`src/rtl/id_ex_stage_pkg.sv`:
```
// Shared encodings for the ID/EX stage: datapath width, ALU op codes,
// forwarding-select codes and the EX control-bit bundle.
package id_ex_stage_pkg;

  localparam int INSTRUCTION_SIZE = 32;

  typedef enum logic [3:0] {
    ALU_ADD  = 4'd0,
    ALU_SUB  = 4'd1,
    ALU_SLL  = 4'd2,
    ALU_SLT  = 4'd3,
    ALU_SLTU = 4'd4,
    ALU_XOR  = 4'd5,
    ALU_SRL  = 4'd6,
    ALU_SRA  = 4'd7,
    ALU_OR   = 4'd8,
    ALU_AND  = 4'd9,
    ALU_LUI  = 4'd10
  } alu_op_e;

  typedef enum logic [1:0] {
    FWD_REG = 2'd0,
    FWD_MEM = 2'd1,
    FWD_WB  = 2'd2
  } fwd_sel_e;

  typedef struct packed {
    logic reg_write;
    logic mem_read;
    logic mem_write;
    logic mem_to_reg;
  } ex_ctrl_t;

endpackage

```
`src/rtl/id_ex_stage_fwd_sel.sv`:
```
// Forwarding source select for one register operand. MEM is the younger
// producer and wins over WB; x0 is never forwarded.
module fwd_sel
  import id_ex_stage_pkg::*;
#(
  parameter int RA_W = 5
) (
  input  logic [RA_W-1:0] rs,
  input  logic            mem_reg_write,
  input  logic [RA_W-1:0] mem_rd,
  input  logic            wb_reg_write,
  input  logic [RA_W-1:0] wb_rd,
  output logic [1:0]      sel
);

  logic mem_hit;
  logic wb_hit;

  assign mem_hit = mem_reg_write && (mem_rd != '0) && (mem_rd == rs);
  assign wb_hit  = wb_reg_write  && (wb_rd  != '0) && (wb_rd  == rs);

  always_comb begin
    sel = FWD_REG;
    if (wb_hit)  sel = FWD_WB;
    if (mem_hit) sel = FWD_MEM;
  end

endmodule

```
`src/rtl/id_ex_stage.sv`:
```
// ID/EX pipeline register with MEM/WB operand forwarding into the ALU
// and load-use hazard detection that inserts a single bubble.
module id_ex_stage
  import id_ex_stage_pkg::*;
#(
  parameter int XLEN = INSTRUCTION_SIZE,
  parameter int RA_W = 5
) (
  input  logic            clk,
  input  logic            rst,
  input  logic            stall_i,
  input  logic            flush_i,
  input  logic            id_valid,
  input  logic [XLEN-1:0] id_pc,
  input  logic [XLEN-1:0] id_rs1_data,
  input  logic [XLEN-1:0] id_rs2_data,
  input  logic [XLEN-1:0] id_imm,
  input  logic [RA_W-1:0] id_rs1,
  input  logic [RA_W-1:0] id_rs2,
  input  logic [RA_W-1:0] id_rd,
  input  logic [3:0]      id_alu_control,
  input  logic            id_src_a_pc,
  input  logic            id_src_b_imm,
  input  logic            id_reg_write,
  input  logic            id_mem_read,
  input  logic            id_mem_write,
  input  logic            id_mem_to_reg,
  input  logic            mem_reg_write,
  input  logic [RA_W-1:0] mem_rd,
  input  logic [XLEN-1:0] mem_result,
  input  logic            wb_reg_write,
  input  logic [RA_W-1:0] wb_rd,
  input  logic [XLEN-1:0] wb_result,
  output logic            hazard_o,
  output logic            ex_valid,
  output logic [XLEN-1:0] ex_pc,
  output logic [XLEN-1:0] ex_alu_a,
  output logic [XLEN-1:0] ex_alu_b,
  output logic [3:0]      ex_alu_control,
  output logic [XLEN-1:0] ex_store_data,
  output logic [RA_W-1:0] ex_rd,
  output logic            ex_reg_write,
  output logic            ex_mem_read,
  output logic            ex_mem_write,
  output logic            ex_mem_to_reg
);

  logic [XLEN-1:0] ex_rs1_data;
  logic [XLEN-1:0] ex_rs2_data;
  logic [XLEN-1:0] ex_imm;
  logic [RA_W-1:0] ex_rs1;
  logic [RA_W-1:0] ex_rs2;
  logic            ex_src_a_pc;
  logic            ex_src_b_imm;
  ex_ctrl_t        ex_ctrl;

  logic [1:0][RA_W-1:0] src_rs;
  logic [1:0][XLEN-1:0] src_reg;
  logic [1:0][XLEN-1:0] fwd_data;
  logic [1:0][1:0]      sel;
  logic                 bubble;

  assign src_rs  = {ex_rs2, ex_rs1};
  assign src_reg = {ex_rs2_data, ex_rs1_data};

  // Index 0 is rs1, index 1 is rs2.
  for (genvar i = 0; i < 2; i++) begin : g_src
    fwd_sel #(.RA_W(RA_W)) u_fwd_sel (
      .rs            (src_rs[i]),
      .mem_reg_write (mem_reg_write),
      .mem_rd        (mem_rd),
      .wb_reg_write  (wb_reg_write),
      .wb_rd         (wb_rd),
      .sel           (sel[i])
    );
    assign fwd_data[i] = (sel[i] == FWD_MEM) ? mem_result :
                         (sel[i] == FWD_WB)  ? wb_result  : src_reg[i];
  end

  assign hazard_o = !rst && ex_valid && ex_ctrl.mem_read && (ex_rd != '0) && id_valid &&
                    ((ex_rd == id_rs1) || (ex_rd == id_rs2));

  // A hazard only bubbles when the stage is free to advance; stall holds instead.
  assign bubble = rst || flush_i || (!stall_i && hazard_o);

  always_ff @(posedge clk) begin
    if (bubble) begin
      ex_valid       <= 1'b0;
      ex_pc          <= '0;
      ex_rs1_data    <= '0;
      ex_rs2_data    <= '0;
      ex_imm         <= '0;
      ex_rs1         <= '0;
      ex_rs2         <= '0;
      ex_rd          <= '0;
      ex_alu_control <= ALU_ADD;
      ex_src_a_pc    <= 1'b0;
      ex_src_b_imm   <= 1'b0;
      ex_ctrl        <= '0;
    end else if (stall_i) begin
      // Latch forwarded values so a producer leaving WB mid-stall is not lost.
      ex_rs1_data <= fwd_data[0];
      ex_rs2_data <= fwd_data[1];
    end else begin
      ex_valid       <= id_valid;
      ex_pc          <= id_pc;
      ex_rs1_data    <= id_rs1_data;
      ex_rs2_data    <= id_rs2_data;
      ex_imm         <= id_imm;
      ex_rs1         <= id_rs1;
      ex_rs2         <= id_rs2;
      ex_rd          <= id_rd;
      ex_alu_control <= id_alu_control;
      ex_src_a_pc    <= id_src_a_pc;
      ex_src_b_imm   <= id_src_b_imm;
      ex_ctrl        <= '{reg_write: id_reg_write, mem_read: id_mem_read,
                          mem_write: id_mem_write, mem_to_reg: id_mem_to_reg};
    end
  end

  assign ex_alu_a      = ex_src_a_pc  ? ex_pc  : fwd_data[0];
  assign ex_alu_b      = ex_src_b_imm ? ex_imm : fwd_data[1];
  assign ex_store_data = fwd_data[1];

  assign ex_reg_write  = ex_ctrl.reg_write;
  assign ex_mem_read   = ex_ctrl.mem_read;
  assign ex_mem_write  = ex_ctrl.mem_write;
  assign ex_mem_to_reg = ex_ctrl.mem_to_reg;

endmodule

```
`config.mk`:
```
export PLATFORM = sky130hd
export DESIGN_NAME = id_ex_stage
export DESIGN_NICKNAME = d
export VERILOG_FILES = /design/src/rtl/id_ex_stage_pkg.sv /design/src/rtl/id_ex_stage_fwd_sel.sv /design/src/rtl/id_ex_stage.sv
export SDC_FILE = /design/constraint.sdc
export NUM_CORES = 1
export LEC_CHECK = 0
export BUFFER_PORTS_ARGS = -buffer_cell sky130_fd_sc_hd__buf_2
export CAP_MARGIN = 20
export CORE_AREA = 3 3 145 147
export CTS_CLUSTER_DIAMETER = 60
export DETAILED_ROUTE_END_ITERATION = 6
export DIE_AREA = 0 0 148 150
export PLACE_DENSITY = 0.78
export SLEW_MARGIN = 30
export SYNTH_ARGS = -nofsm -noshare
export SYNTH_HDL_FRONTEND = slang
export SYNTH_SLANG_ARGS = --single-unit
```
`constraint.sdc`:
```
create_clock -name clk -period 2.1 [get_ports clk]
set_input_delay 0.105 -clock clk [delete_from_list [all_inputs] [get_ports clk]]
set_output_delay 0.105 -clock clk [all_outputs]
set_load 0.01 [all_outputs]
```
==> out/metrics.csv, run 1 <==
stage,metric,value,unit
routing,antenna_left,0,
cells_and_area,n_fill_cell,1388,
cells_and_area,fin_cells,1683,
synth,synthSimpleGateAreaFrac,12.2,%
cts,cts_tree,done,
synth,synth_ff_type,dfxtp_1,
critical_path,timing.rr.start,ex_rs2[4],
timing,rsz0062_at_grt,yes,
timing,slew_headroom,66.9,%
hold_path,worst_hold_path_type,input port to flop,
timing,finalHoldViolCount,0,
place,post-dp-hpwl,22.8,mm
timing,skew,17.0,ps
cells_and_area,final_util,68.4,%
synth,synthArstFlopShare,0,%
critical_path,crit_path_end,ex_alu_b[21],
global_routing,grt_pass1_vias,10100,
cts,clkSinkCount,154,
synth,synthAdderAreaFrac,0,%
synth,yosysTopAreaCell,dfxtp_1,
cells_and_area,drive_gt1_share,48.3,%
timing,min_period,2670,ps
timing,period_share,127,%
status,outcome,"finished, violations left",
die,io_pins,377,
synth,syn_nets,1051,
place,port_buffers,376,
routing,wl,38.7,mm
die,die_area,22200,um^2
power,total_power,0.00806,W
routing,post_drt_wl_per_cell,23.0,um
synth,synth_compound_area_share,33.5,%
critical_path,ff2ff_setup_slack,-70,ps
timing,setup_ws,-572,ps
place,placed_cells,1467,
die,start_util,37.9,%
synth,ys_types,35,
critical_path,critical_path_required,2000,ps
critical_path,crit_type,flop to output port,
critical_path,cp.arrival,2570,ps
synth,synth-edff-count,0,
critical_path,crit_start,ex_rs2[4],
status,violations,setup timing,
timing,setup_viol,106,
critical_path,cp_max_fo,13,
synth,yosysTopAreaCellShare,40.6,%
die,rows,52,
synth,yosysWarnings,0,
timing,max_freq,374,MHz
routing,dr.pass1.iters,5,
synth,seq_area_frac_synth,40.6,%
hold_path,hold_depth,3,
cells_and_area,final_nets,1634,
routing,drt-initial-drc-count,774,
routing,drc,0,
synth,synth-xor-area-share,3.46,%
power,leakagePower,6.04,nW
synth,synth_cells,817,
cts,clk_pin_slew,60,ps
cells_and_area,diodes,0,
timing,fin_setup_tns,-36860,ps
die,coreArea,20000,um^2
cts,cts-root-buf,clkbuf_16,
cts,cts_buffers,17,
place,place_ws,-246,ps
run,drv_cap,0,
die,die_w,148,um
critical_path,start_kind,flop,
cts,insertion_delay,420,ps
critical_path,crit_path_end_kind,output port,
synth,synth_mux_area_share,4.75,%
cts,cts_max_level,4,
synth,synth_seq_cells,154,
global_routing,grt_remaining_overflow,0,
synth,synth_top_family_by_area,compound AO/OA/AOI/OAI gates,
power,peakVddDrop,0.482,mV
global_routing,antenna_found_initial,0,
synth,syn_avg_cell_area,9.29,um^2
die,fp.dieH,150,um
critical_path,reg2reg_depth,7,
global_routing,grt_use_total,31.8,%
critical_path,reg2reg_to,ex_rs2_data[24],
synth,syn_area,7590,um^2
timing,drv_slew,0,
timing,tightest_slew,497,ps
routing,vias_per_cell,5.94,
routing,route.vias.total,10000,
global_routing,grt_pass1_wl,56.1,mm
cells_and_area,area_delta_synth_final,80.5,%
cts,clock_path_buffers,2,
synth,synthTopCellsByArea,"dfxtp_1 (41%), a22o_1 (14%), o31ai_1 (6.3%), mux2_2 (4.6%), a221oi_1 (3.7%)",
global_routing,grt_max_degree,74,
power,power.density,588,nW/um^2
place,gp_congestion,0.880,
[synthesized netlist by cell type (2+ instances only)]
master / instances
nand3_1: 3
a22o_1: 122
xor2_1: 10
nand4_1: 34
clkbuf_1: 66
buf_2: 25
or4_1: 2
xnor2_1: 20
mux2_2: 31
nor3_1: 35
dfxtp_1: 154
or2_2: 2
and3_1: 32
buf_4: 4
nand2_1: 34
o2bb2ai_1: 32
nor2_1: 36
a31oi_1: 32
buf_1: 2
o31ai_1: 64
o21ai_0: 32
a221oi_1: 32
[area by class of cell]
cell class / count / area, um^2 / area share, %
clock inverter: 11 / 136 / 0.995
tap: 270 / 338 / 2.47
clock buffer: 21 / 460 / 3.36
sequential: 154 / 3090 / 22.6
timing repair buffer: 660 / 4830 / 35.3
multi-input combinational: 567 / 4840 / 35.3
[per-layer routing]
| metal | vias to the layer above | share of wire, % | track usage [%] | wire (um) |
|---|---|---|---|---|
| met5 | - | 0 | 0 | 0 |
| met4 | 0 | 3.6 | 12.8 | 1410 |
| met3 | 144 | 8.9 | 7.78 | 3460 |
| met2 | 679 | 49 | 54.4 | 19100 |
| met1 | 4770 | 38 | 38.5 | 14800 |
| li1 | 4408 | - | - | - |
[per-stage QoR]
stage	hold slack (ps)	instance area, um^2
CTS	15.4	13400
floorplan	222	7590
finish	35.0	13700
global placement	306	10500
detailed placement	312	10500
global route	25.4	13700
[kinds of logic (layout without fill, tap and decap cells)]
| kind of cell | after synthesis | in the layout |
|---|---|---|
| AO/OA/AOI/OAI | 321 | 321 |
| XOR/XNOR | 30 | 30 |
| buffers and inverters | 97 | 692 |
| flip-flops | 154 | 154 |
| multiplexers | 32 | 32 |
| AND/OR/NAND/NOR | 183 | 184 |
[what timing repair did]
action,4_1_cts,5_1_grt
pin swaps,30,11
endpoints found under the hold margin,154,0
setup endpoints to repair,115,127
resized for setup,88,48
buffers inserted,21,3
hold buffers,154,0
gates cloned,4,2
[cell usage in the layout (no fill, tap or decap), types with 18 or more instances in the layout]
| cell | synthesis | routed |
|---|---|---|
| a31oi_2 | 0 | 22 |
| nand4_1 | 34 | 34 |
| dlygate4sd3_1 | 0 | 154 |
| clkbuf_16 | 0 | 18 |
| o31ai_1 | 64 | 50 |
| buf_2 | 25 | 375 |
| o2bb2ai_1 | 32 | 32 |
| and3_1 | 32 | 28 |
| mux2_2 | 31 | 31 |
| o21ai_0 | 32 | 32 |
| nor3_1 | 35 | 21 |
| buf_12 | 0 | 23 |
| a22o_1 | 122 | 122 |
| dfxtp_1 | 154 | 146 |
| nor2_1 | 36 | 33 |
| a221oi_2 | 0 | 23 |
| buf_4 | 4 | 94 |
| nand2_1 | 34 | 34 |
[critical path: stages (launching register included)]
cell      delay, ps
dfxtp_1         360
xnor2_1         400
o211ai_4        190
buf_4           240
buf_12          160
nor3_2          160
a31oi_1          60
buf_4           170
mux2_2          260
buf_2           140
[power by group]
part	total, W	switching (W)	internal, W	leakage, nW
logic	0.00178	0.000875	0.000907	4.50
clock network	0.00318	0.00134	0.00184	0.290
registers	0.00310	0.0000764	0.00302	1.26
total	0.00806	0.00229	0.00577	6.04
[how the worst min path moves through the flow]
stage / startpoint / to / slack, ps
2_1_floorplan: id_rs1_data[0] / ex_rs1_data[0] / 220
3_3_place_gp: id_rs1_data[19] / ex_rs1_data[19] / 310
3_5_place_dp: id_rs1_data[30] / ex_rs1_data[30] / 310
4_1_cts: mem_result[22] / ex_rs1_data[22] / 20
5_1_grt: mem_result[22] / ex_rs1_data[22] / 30
6_report: mem_result[11] / ex_rs1_data[11] / 40
Note: power is estimated with default switching activity, not from simulation.
==> run 2, diff against run 1 <==
PLACE_DENSITY = 0.76   (was 0.78)
==> out/metrics.csv, run 2 (synthesized netlist as in run 1, its figures left out) <==
stage,metric,value,unit
critical_path,ff2ff_setup_slack,-240,ps
cells_and_area,n_fill_cell,1222,
timing,drv_slew,0,
cells_and_area,drive_gt1_share,52.3,%
timing,setup_ws,-590,ps
cells_and_area,fin_cells,1693,
power,leakagePower,6.31,nW
timing,skew,14.0,ps
timing,fin_setup_tns,-36980,ps
routing,drc,0,
critical_path,slowest_stage,or3_4,
critical_path,cpPeakStageDelay,400,ps
critical_path,cp_top_family,compound AO/OA/AOI/OAI gates,
critical_path,cp_num_buf_inv,2,
cts,clkSinkCount,154,
timing,finalHoldViolCount,0,
power,peakVddDrop,0.515,mV
timing,min_period,2690,ps
critical_path,cp.arrival,2580,ps
timing,tightest_slew,697,ps
cells_and_area,final_util,73.2,%
cells_and_area,area_delta_synth_final,93.4,%
die,io_pins,377,
critical_path,critical_path_required,2000,ps
global_routing,grt_pass1_wl,55.6,mm
die,rows,52,
place,post-dp-hpwl,22.1,mm
routing,route.vias.total,10400,
place,placed_cells,1462,
routing,dr.pass1.iters,6,
cells_and_area,layout_commonest_cell,buf_2,
cts,cts_max_level,4,
cts,clk_pin_slew,70,ps
timing,rsz0062_at_grt,yes,
critical_path,cp_max_fo,32,
timing,setup_viol,109,
critical_path,crit_chain,xor2_1 -> or3_4 -> buf_12 -> o31ai_1 -> a31oi_1 -> mux2_2 -> buf_2,
place,port_buffers,376,
cells_and_area,final_cell_mix,"buf_2 (368), dlygate4sd3_1 (154), dfxtp_1 (146)",
timing,max_freq,372,MHz
run,drv_cap,0,
hold_path,worst_hold_path_type,input port to flop,
critical_path,start_kind,flop,
status,violations,setup timing,
routing,post_drt_wl_per_cell,24.5,um
die,fp.dieH,150,um
cts,insertion_delay,420,ps
timing,slew_headroom,53.5,%
cts,cts-root-buf,clkbuf_16,
die,die_w,148,um
routing,antenna_left,0,
global_routing,grt_remaining_overflow,0,
timing,holdWs,33.2,ps
power,power.density,547,nW/um^2
global_routing,grt_max_degree,85,
die,die_area,22200,um^2
status,outcome,"finished, violations left",
critical_path,crit_path_end_kind,output port,
place,gp_congestion,0.936,
critical_path,crit_type,flop to output port,
die,start_util,37.9,%
cts,cts_buffers,17,
global_routing,grt_pass1_vias,9945,
global_routing,grt_use_total,31.6,%
cts,clock_path_buffers,2,
power,total_power,0.00803,W
routing,vias_per_cell,6.15,
cells_and_area,final_nets,1643,
global_routing,antenna_found_initial,1,
timing,period_share,128,%
die,coreArea,20000,um^2
cts,cts_tree,done,
routing,wl,41.5,mm
routing,drt-initial-drc-count,937,
[run 2: cell count changes in the layout (fill, tap and decap cells not counted), sizes merged]
cell,change
inv,+3
clkinv,+1
buf,+5
bufbuf,-1
clkinvlp,+1
diode,+1
clkbuf,+3
bufinv,-2
nor2,-1
[run 2: timing repair]
item,in CTS,in global routing
resized for setup,145,114
endpoints found under the hold margin,154,0
cloned,6,6
hold buffers,154,0
setup endpoints to repair,97,109
buffers inserted,25,17
pin swaps,66,49
[run 2: path summary, 6_finish.rpt]
kind	depth (start not counted)	from	end
worst max register to register	9	ex_rs1[3]	ex_rs1_data[26]
worst min register to register	1	ex_alu_control[0]	ex_alu_control[0]
worst max-delay path	7	ex_rs2[2]	ex_alu_b[28]
worst min-delay path	3	mem_result[11]	ex_rs1_data[11]
[run 2: area by class of cell]
cell class	instances	area (um^2)	area share, %
Multi-Input combinational cell	566	5480	37.3
Timing Repair Buffer	670	5210	35.5
Sequential cell	154	3090	21.1
Clock buffer	18	439	2.99
Tap cell	270	338	2.30
Clock inverter	14	114	0.776
Antenna cell	1	2.50	0.0171
[run 2: per-stage QoR]
step | setup slack [ps] | cell area [um^2]
floorplan | 45.6 | 7590
global placement | -109 | 10500
detailed placement | -113 | 10500
CTS | -445 | 13800
global route | -637 | 14700
finish | -590 | 14700
[run 2: report_power, final]
part	internal, W	switching (W)
Sequential	0.00302	0.0000868
Combinational	0.000991	0.000955
Clock	0.00158	0.00140
[run 2: routing by layer]
layer,global-route usage [%],routed length [um],vias to the layer above
met3,6.75,3910,253
li1,-,-,4404
met1,36.3,14700,4908
met4,14.2,2760,0
met2,56.3,20200,852
met5,0,0,-
[run 2: worst reg2reg max path, delay by kind of cell, from the launching register on]
| family | cells | cell delay, ps |
|---|---|---|
| xor+xnor | 1 | 180 |
| buf+inv | 4 | 610 |
| simple gates | 1 | 360 |
| compound gates | 3 | 720 |
| flops | 1 | 350 |
